`config.mk`:
```
export PLATFORM = sky130hd
export DESIGN_NAME = pipe_ctrl
export DESIGN_NICKNAME = d
export VERILOG_FILES = /design/src/rtl/pipe_ctrl.sv
export SDC_FILE = /design/constraint.sdc
export NUM_CORES = 1
export LEC_CHECK = 0
export ABC_AREA = 1
export CAP_MARGIN = 10
export CORE_MARGIN = 10
export CORE_UTILIZATION = 50
export CTS_CLUSTER_SIZE = 10
export DETAILED_ROUTE_END_ITERATION = 8
export GPL_TIMING_DRIVEN = 0
export PLACE_DENSITY_LB_ADDON = 0.08
export SETUP_SLACK_MARGIN = 0.1
export SLEW_MARGIN = 20
export SYNTH_ARGS = -nofsm -noshare
export SYNTH_HDL_FRONTEND = slang
export SYNTH_SLANG_ARGS = --single-unit
```
`constraint.sdc`:
```
create_clock -name clk -period 2.4 [get_ports clk]
set_clock_uncertainty 0.1 [all_clocks]
set_input_delay 0.6 -clock clk [delete_from_list [all_inputs] [get_ports clk]]
set_output_delay 0.6 -clock clk [all_outputs]
set_load 0.1 [all_outputs]
```
`src/rtl/pipe_ctrl.sv`:
```
// rtl/pipe_ctrl.sv - dual-lane pipeline stall/flush controller with multi-cycle divider tracking
module pipe_ctrl #(
    parameter int DIV_CYCLES = 32
) (
    input  logic clk,
    input  logic resetn,
    input  logic i_stall,
    input  logic d_stall,
    input  logic div_start,
    input  logic br_flush,
    input  logic m_master_exc,
    input  logic m_slave_exc,
    output logic pc_ena,
    output logic fd_ena,
    output logic fd_clr,
    output logic de_ena,
    output logic de_clr,
    output logic em_ena,
    output logic em_clr,
    output logic mw_ena1,
    output logic mw_ena2,
    output logic mw_clr1,
    output logic mw_clr2,
    output logic div_busy,
    output logic exc_flush
);
    localparam int CW = $clog2(DIV_CYCLES + 1);

    typedef enum logic [1:0] {IDLE, BUSY, DONE} div_state_e;

    div_state_e    state_q;
    logic [CW-1:0] cnt_q;
    logic          exc_pend_q, exc_pend_d;
    logic          exc_mst_q, exc_mst_d;
    logic          exc_req, flush;

    assign exc_req  = m_master_exc | m_slave_exc;
    assign flush    = resetn & ~d_stall & (exc_req | exc_pend_q);
    assign div_busy = resetn & (state_q == BUSY);

    // A deferred exception remembers whether the master lane was involved,
    // so the master result can still commit when only the slave faulted.
    always_comb begin
        exc_pend_d = exc_pend_q;
        exc_mst_d  = exc_mst_q;
        if (!d_stall) begin
            exc_pend_d = 1'b0;
            exc_mst_d  = 1'b0;
        end else if (exc_req) begin
            exc_pend_d = 1'b1;
            exc_mst_d  = exc_mst_q | m_master_exc;
        end
    end

    always_ff @(posedge clk or negedge resetn) begin
        if (!resetn) begin
            state_q    <= IDLE;
            cnt_q      <= '0;
            exc_pend_q <= 1'b0;
            exc_mst_q  <= 1'b0;
        end else begin
            exc_pend_q <= exc_pend_d;
            exc_mst_q  <= exc_mst_d;
            if (flush) begin
                state_q <= IDLE;
                cnt_q   <= '0;
            end else begin
                case (state_q)
                    IDLE: if (div_start) begin
                        state_q <= BUSY;
                        cnt_q   <= CW'(DIV_CYCLES - 1);
                    end
                    BUSY: if (cnt_q == '0) state_q <= DONE;
                          else             cnt_q   <= cnt_q - CW'(1);
                    default: state_q <= IDLE;
                endcase
            end
        end
    end

    always_comb begin
        pc_ena    = 1'b1;
        fd_ena    = 1'b1;
        de_ena    = 1'b1;
        em_ena    = 1'b1;
        mw_ena1   = 1'b1;
        mw_ena2   = 1'b1;
        fd_clr    = 1'b0;
        de_clr    = 1'b0;
        em_clr    = 1'b0;
        mw_clr1   = 1'b0;
        mw_clr2   = 1'b0;
        exc_flush = 1'b0;
        if (!resetn) begin
            pc_ena  = 1'b0;
            fd_clr  = 1'b1;
            de_clr  = 1'b1;
            em_clr  = 1'b1;
            mw_clr1 = 1'b1;
            mw_clr2 = 1'b1;
        end else if (d_stall) begin
            pc_ena  = 1'b0;
            fd_ena  = 1'b0;
            de_ena  = 1'b0;
            em_ena  = 1'b0;
            mw_clr1 = 1'b1;
            mw_clr2 = 1'b1;
        end else if (flush) begin
            fd_clr    = 1'b1;
            de_clr    = 1'b1;
            em_clr    = 1'b1;
            mw_clr1   = m_master_exc | exc_mst_q;
            mw_clr2   = 1'b1;
            exc_flush = 1'b1;
        end else if (div_busy) begin
            pc_ena = 1'b0;
            fd_ena = 1'b0;
            de_ena = 1'b0;
            em_ena = 1'b0;
            em_clr = 1'b1;
        end else if (i_stall) begin
            pc_ena = 1'b0;
            fd_clr = 1'b1;
        end else if (br_flush) begin
            fd_clr = 1'b1;
        end
    end
endmodule
```
Word level (Yosys, flattened, before mapping)
Cells that the tools add are included.
Widths: inputs -> output; s select.
{"block": "word_totals", "register_bits": 10, "latch_bits": 0, "ramBits": 0, "romBits": 0, "output_inout_bits": 13, "word_cells": 62, "n_memories": 0}
{"block": "op_classes", "n_addsub": 1, "mul": 0, "div_mod_pow": 0, "order_cmp": 0, "n_eq_ne": 5, "shift": 0, "mux": 40, "n_bitwise": 7, "reduce_logical": 5}
{"op": "$mux 1", "count": 32}
{"op": "$mux 6", "count": 3}
{"op": "$pmux 6 s2", "count": 1}
{"op": "$logic_not 6->1", "count": 1}
{"op": "$mux 2", "count": 3}
{"op": "$ne 3x3->1 const B", "count": 2}
{"op": "$sub 6x1->6 const B", "count": 1}
{"op": "$pmux 2 s2", "count": 1}
{"op": "$and 1x1->1", "count": 3}
{"op": "$ne 3x2->1 const B", "count": 1}
{"op": "$or 1x1->1", "count": 3}
{"op": "$reduce_and 3->1", "count": 1}
{"op": "$reduce_bool 3->1", "count": 1}
{"op": "$eq 2x1->1 const B", "count": 1}
{"op": "$logic_not 2->1", "count": 1}
{"op": "$ne 2x1->1 const B", "count": 1}
{"op": "$reduce_and 2->1", "count": 1}
{"op": "$not 1->1", "count": 1}

Depth between registers and ports, before layout
Gate-level depths: netlist of the first run.
{"block": "logic_depth", "depth_word": 6, "ltp_mapped": 9, "depth_no_buf": 9}

Least setup slack after synthesis of the first run
OpenSTA, ideal clock, no wires.
{"block": "synth_timing", "path_kind": "input-to-output", "start": "input d_stall", "end": "output pc_ena", "t_arrival_ps": 3739, "t_required_ps": 1700, "setup_slack_ps": -2039, "stages": 1, "path_buffers": 0, "cell_sequence": "o41ai_1"}
{"block": "synth_between", "elab_chain_cells": 6}
{"item": "start: declaration", "line_no": "8", "text": "input logic d_stall,"}
{"item": "$not 1->1", "line_no": "38", "text": "assign flush = resetn & ~d_stall & (exc_req | exc_pend_q);"}
{"item": "$and 1x1->1 (2 in a row)", "line_no": "38"}
{"item": "$mux 1", "line_no": "108", "text": "end else if (flush) begin"}
{"item": "$mux 1 (*)", "line_no": "101", "text": "end else if (d_stall) begin"}
{"item": "$mux 1 (*)", "line_no": "94", "text": "if (!resetn) begin"}
{"item": "end: declaration", "line_no": "13", "text": "output logic pc_ena,"}
Every way passes the cells marked *; elsewhere a longest branch is shown, timed or not.

Final worst setup path of the first run
{"block": "layout_timing", "start": "input d_stall", "end": "output em_clr"}
{"block": "layout_between", "elab_chain_cells": 6}
{"item": "$not 1->1", "line_no": "38"}
{"item": "$and 1x1->1 (2 in a row)", "line_no": "38"}
{"item": "$mux 1", "line_no": "108"}
{"item": "$mux 1 (*)", "line_no": "101"}
{"item": "$mux 1 (*)", "line_no": "94"}
{"item": "end: declaration", "line_no": "19", "text": "output logic em_clr,"}
Marks and branches as above.

==> results of run 1 <==
per-stage QoR:
step	setup slack [ps]	power, mW	util (%)
floorplan	-447	0.832	-
global placement	-2000	0.964	76.0
detailed placement	-2080	0.982	76.0
CTS	114	1.19	88.6
global route	92.5	1.35	89.9
finish	126	1.26	89.9
cell families after synthesis:
kind of cell | Yosys count | share of synthesized area, %
compound gates | 13 | 9.78
fa+ha+maj | 2 | 3.32
buf+inv | 22 | 13.9
simple gates | 60 | 39.3
other cells | 1 | 0.497
flops | 10 | 33.2
how the worst min path moves through the flow:
stage | start | to | depth (start not counted)
final | resetn | cnt_q[4] | 1
after global routing | resetn | cnt_q[4] | 1
after CTS | resetn | cnt_q[2] | 1
after detailed placement | cnt_q[0] | cnt_q[0] | 2
after global placement | cnt_q[0] | cnt_q[0] | 2
after floorplan | resetn | cnt_q[0] | 0
worst max-delay path, cell delays in order:
cell and delay [ps]:
clkbuf_4 200, nor2_4 150, nand2_2 100, buf_8 150, o211ai_1 100, buf_6 260
layout make-up:
type / instances / area share [%]
multi-input combinational: 77 / 39.9
sequential: 10 / 20.4
clock buffer: 4 / 2.95
buffer: 5 / 4.28
timing repair buffer: 32 / 24.2
tap: 15 / 1.53
inverter: 17 / 6.72
sequential cells by signal, indices dropped and copies added, names as in the netlist:
signal,cells
exc_mst_q,1
exc_pend_q,1
state_q,2
cnt_q,6
power groups by stage:
stage	Combinational (mW)	Clock, mW	Sequential, mW
4_1_cts	0.767	0.155	0.272
2_1_floorplan	0.566	0	0.265
3_5_place_dp	0.707	0	0.275
6_report	0.832	0.151	0.280
3_3_place_gp	0.691	0	0.273
5_1_grt	0.902	0.164	0.286
routing by layer:
layer,GRT usage (%),vias up
li1,-,407
met1,15.7,404
met2,28.5,36
met3,6.22,9
met4,2.95,0
met5,0,-
synth_stat cells:
cell,count
conb_1,1
dfrtp_1,10
o211ai_1,2
nor2_2,2
o21ai_0,6
nor2_1,14
nand3_1,2
nand2_2,2
nand2_1,30
a21oi_1,4
ha_1,2
inv_1,13
nand3_2,2
o41ai_1,1
nor2_4,2
buf_4,4
nand2_4,1
inv_2,4
nand3_4,1
buf_6,1
nand4_1,4
repair_timing:
| item | in CTS | in global routing |
|---|---|---|
| gates resized for setup | 97 | 11 |
| pin swaps | 6 | 12 |
| endpoints found under the hold margin | 0 | 0 |
| buffers inserted | 13 | 2 |
| endpoints found under the setup margin | 18 | 10 |
==> results.sh, run 1 <==
export IMPL_arrival_ps=1570
export IMPL_place_port_buffers=18
export IMPL_crit_end="em_clr"
export IMPL_yosys_top_cells_area="dfrtp_1 33%, nand2_1 15%, nor2_1 7.0%"
export IMPL_ant_nets=0
export IMPL_wl_met2_um=1340
export IMPL_drtIter0Drc=34
export IMPL_critical_path_class="input pin to output port"
export IMPL_synth_top_area_cell="dfrtp_1"
export IMPL_numCtsBuffers=3
export IMPL_hpwl_um=1510
export IMPL_crit_path_end_kind="output port"
export IMPL_power_density_mw_per_mm2=1030
export IMPL_p_comb_share_pct=65.9
export IMPL_layoutNonFillerInstCount=160
export IMPL_final_cell_mix="25 x nand2_1, 19 x buf_4, 13 x nor2_1"
export IMPL_final_common_cell="nand2_1"
export IMPL_cp_startpoint="d_stall"
export IMPL_fillCellCount=59
export IMPL_rsz0062_at_grt="yes"
export IMPL_clk_path_buf_depth=2
export IMPL_die_area_mm2=0.00346
export IMPL_ff_latch_area_um2=250
export IMPL_io_pins=21
export IMPL_fin_area_mm2=0.00123
export IMPL_first_global_vias=874
export IMPL_rr_worst_depth=13
export IMPL_holdWs_ps=18.9
export IMPL_path_clk_slew_ps=60
export IMPL_syn_area_um2=754
export IMPL_fmax_mhz=440
export IMPL_postSynthCellCount=108
export IMPL_n_antenna_cell=0
export IMPL_initial_core_util_pct=55.2
export IMPL_worstPathRequired_ps=1700
export IMPL_crit_path_start_kind="input pin"
export IMPL_syn2layout_area_growth_pct=62.9
export IMPL_nets=156
export IMPL_grt_start_max_net_pins=16
export IMPL_postPlaceCellArea_mm2=0.00104
export IMPL_fin_crit_sh_pct=94.7
export IMPL_yosys_warnings=0
export IMPL_overflow=0
export IMPL_ff2ff_setup_slack_ps=440
export IMPL_timing_rr_end="cnt_q[1]"
export IMPL_multi_input_area_um2=490
export IMPL_sw_frac_of_total_pct=53.9
export IMPL_path_max_fanout=7
export IMPL_rr_startpoint="exc_pend_q"
export IMPL_routed_wl_um=2540
export IMPL_ir_worst_vdd_mv=0.659
export IMPL_finalHoldViolCount=0
export IMPL_drive_gt1_share_pct=44.1
export IMPL_yosysTopAreaCellShare_pct=33.2
export IMPL_globalRouteTotalUtil_pct=15.4
export IMPL_period_needed_ps=2270
export IMPL_power_frac_clock_pct=12.0
export IMPL_ctsHoldBuffers=0
export IMPL_num_vias=856
export IMPL_rows=13
export IMPL_max_cap_violations=0
export IMPL_cts_tree="done"
export IMPL_p_leak_nw=0.651
export IMPL_slew_violations=0
export IMPL_synth_seq_area_share_pct=33.2
export IMPL_coreArea_mm2=0.00137
export IMPL_wl_met1_um=956
export IMPL_gp_congestion=0.857
export IMPL_cts_htree_levels=1
export IMPL_avgSynthCellArea_um2=6.99
export IMPL_first_pass_iters=4
export IMPL_synth_seq_cells=10
export IMPL_die_height_um=58.8
export IMPL_dieWidth_um=58.8
export IMPL_status="completed"
export IMPL_grt_pass1_wl_um=4170
export IMPL_via_per_inst=5.35
export IMPL_insertion_delay_ps=270
export IMPL_wl_per_cell_um=15.9
export IMPL_antenna_found_initial=0
export IMPL_p_int_mw=0.582
export IMPL_cts_num_sinks=10
export IMPL_setup_violations_final=0
export IMPL_top_layer_used="met4"
export IMPL_p_seq_share_pct=22.2
export IMPL_cts_root_buf="clkbuf_4"
export IMPL_synth_distinct_cells=21
export IMPL_finalSetupTns_ps=0
export IMPL_p_sw_mw=0.681
export IMPL_hp_class="input pin to asynchronous set/reset pin"
export IMPL_wl_met3_um=199
export IMPL_drc_errors=0
export IMPL_dp_cells=142
Note: power is estimated with default switching activity, not from simulation.
==> run 2, diff against run 1 <==
--- a/config.mk
+++ b/config.mk
@@ -7,11 +7,13 @@
 export LEC_CHECK = 0
 export ABC_AREA = 1
 export CAP_MARGIN = 10
+export CORE_ASPECT_RATIO = 1.2
 export CORE_MARGIN = 10
-export CORE_UTILIZATION = 50
+export CORE_UTILIZATION = 46
 export CTS_CLUSTER_SIZE = 10
 export DETAILED_ROUTE_END_ITERATION = 8
 export GPL_TIMING_DRIVEN = 0
+export MAX_ROUTING_LAYER = met4
 export PLACE_DENSITY_LB_ADDON = 0.08
 export SETUP_SLACK_MARGIN = 0.1
 export SLEW_MARGIN = 20
==> constraint.sdc (replaced) <==
create_clock -name clk -period 2.5 [get_ports clk]
set_clock_uncertainty 0.1 [all_clocks]
set_input_delay 0.625 -clock clk [delete_from_list [all_inputs] [get_ports clk]]
set_output_delay 0.625 -clock clk [all_outputs]
set_load 0.1 [all_outputs]
==> run 2 against run 1 <==
Non-clock buffer count fell by 9; hold slack gained 33 ps; combinational power down 11%; final cell count shrank 4.4%; final area shrank 7.9%; via count shrank 11%; first-iteration DRC count fell by 21%; power decreased by 9.0%; sequential power down 6%.
==> results.sh, run 2 (synthesis results as in run 1) <==
export IMPL_dp_cells=144
export IMPL_num_vias=761
export IMPL_hp_class="input pin to asynchronous set/reset pin"
export IMPL_n_antenna_cell=0
export IMPL_drc_errors=0
export IMPL_globalRouteTotalUtil_pct=11.7
export IMPL_grt_pass1_wl_um=3570
export IMPL_gp_congestion=0.881
export IMPL_timing_rr_end="cnt_q[4]"
export IMPL_dieWidth_um=57.0
export IMPL_coreArea_mm2=0.00150
export IMPL_slew_violations=0
export IMPL_worstPathRequired_ps=1770
export IMPL_place_port_buffers=18
export IMPL_layoutNonFillerInstCount=153
export IMPL_max_stage_delay_ps=480
export IMPL_insertion_delay_ps=270
export IMPL_rows=15
export IMPL_rsz0062_at_grt="yes"
export IMPL_first_global_vias=761
export IMPL_drtIter0Drc=27
export IMPL_syn2layout_area_growth_pct=49.9
export IMPL_path_max_fanout=1
export IMPL_io_pins=21
export IMPL_cts_root_buf="clkbuf_4"
export IMPL_ant_nets=0
export IMPL_crit_path_start_kind="input pin"
export IMPL_ff2ff_setup_slack_ps=840
export IMPL_fmax_mhz=429
export IMPL_ctsHoldBuffers=0
export IMPL_p_leak_nw=0.595
export IMPL_nets=147
export IMPL_final_common_cell="nand2_1"
export IMPL_antenna_found_initial=0
export IMPL_numCtsBuffers=3
export IMPL_top_register="cnt_q"
export IMPL_overflow=0
export IMPL_via_per_inst=4.97
export IMPL_finalHoldViolCount=0
export IMPL_rr_startpoint="state_q[1]"
export IMPL_path_cells="clkdlybuf4s50_1 > o21ai_2 > o211ai_1 > buf_6"
export IMPL_rr_worst_depth=10
export IMPL_setup_violations_final=0
export IMPL_hpwl_um=1480
export IMPL_crit_path_top_delay_cell="clkdlybuf4s50_1"
export IMPL_largest_reg_flops=6
export IMPL_fin_crit_sh_pct=93.3
export IMPL_holdWs_ps=52.2
export IMPL_drive_gt1_share_pct=36.8
export IMPL_clk_path_buf_depth=2
export IMPL_critical_path_buf_inv_count=2
export IMPL_die_height_um=64.4
export IMPL_die_area_mm2=0.00367
export IMPL_layout_setup_ws_ps=167
export IMPL_critical_path_class="input pin to output port"
export IMPL_cts_htree_levels=1
export IMPL_initial_core_util_pct=50.3
export IMPL_grt_start_max_net_pins=16
export IMPL_routed_wl_um=1970
export IMPL_period_needed_ps=2330
export IMPL_cts_num_sinks=10
export IMPL_ir_worst_vdd_mv=0.755
export IMPL_path_clk_slew_ps=70
export IMPL_crit_path_end_kind="output port"
export IMPL_slew_headroom_pct=63.5
export IMPL_power_density_mw_per_mm2=1020
export IMPL_arrival_ps=1610
export IMPL_status="completed"
export IMPL_cpLargestDelayFamily="buffers and inverters"
export IMPL_max_cap_violations=0
export IMPL_largestRegisters="cnt_q: 6 flops, state_q: 2 flops"
export IMPL_tightestPinTransition_ps=550
export IMPL_dp_slack_ps=-1840
export IMPL_cts_tree="done"
export IMPL_final_cell_mix="26 x nand2_1, 13 x nor2_1, 12 x inv_1"
export IMPL_first_pass_iters=4
export IMPL_wl_per_cell_um=12.9
-- run 2: how the worst max path moves through the flow --
stage	depth (start not counted)	start	endpoint	slack, ps
2_1_floorplan	3	d_stall	fd_clr	-400
3_3_place_gp	9	resetn	em_ena	-1810
3_5_place_dp	9	resetn	fd_ena	-1840
4_1_cts	9	m_master_exc	fd_ena	130
5_1_grt	7	resetn	em_clr	90
6_report	4	br_flush	fd_clr	170
-- run 2: layer usage --
metal  global-route usage, %  share of wire [%]
met4                    5.00                2.1
met3                    4.15                9.9
met1                    13.3                 42
met5                       -                  0
met2                    18.1                 46
-- run 2: cell type report --
type,count,area (um^2)
clock buffer,4,36.3
timing repair buffer,23,234
tap,17,21.3
buffer,5,52.6
inverter,17,80.1
fill,126,370
multi-input combinational,77,457
sequential,10,250
-- run 2: timing repair --
action	CTS	global route
endpoints found under the setup margin	17	8
resized for setup	93	4
pin swaps	4	7
buffers inserted	3	2
-- run 2: worst reg2reg max path: stages, from the launching register on --
cell	delay (ps)
dfrtp_1	420
inv_2	80
nand2_2	100
inv_2	170
nand2_4	80
buf_4	130
buf_4	140
nor2_2	140
nor2_4	70
nand2_1	60
nand2_1	50
-- run 2: where the power goes --
part | total, mW | internal, mW | switching [mW]
registers | 0.264 | 0.219 | 0.0447
clock network | 0.145 | 0.0886 | 0.0569
logic | 0.739 | 0.237 | 0.502
-- run 2: through the flow --
step / power, mW / instance area, um^2 / TNS (ps) / utilization [%]
finish: 1.15 / 1130 / 0 / 75.3
global route: 1.24 / 1130 / 0 / 75.3
CTS: 1.13 / 1110 / 0 / 73.8
detailed placement: 0.935 / 1020 / -19060 / 67.9
global placement: 0.920 / 1020 / -18530 / 67.9
floorplan: 0.788 / 818 / -742 / -
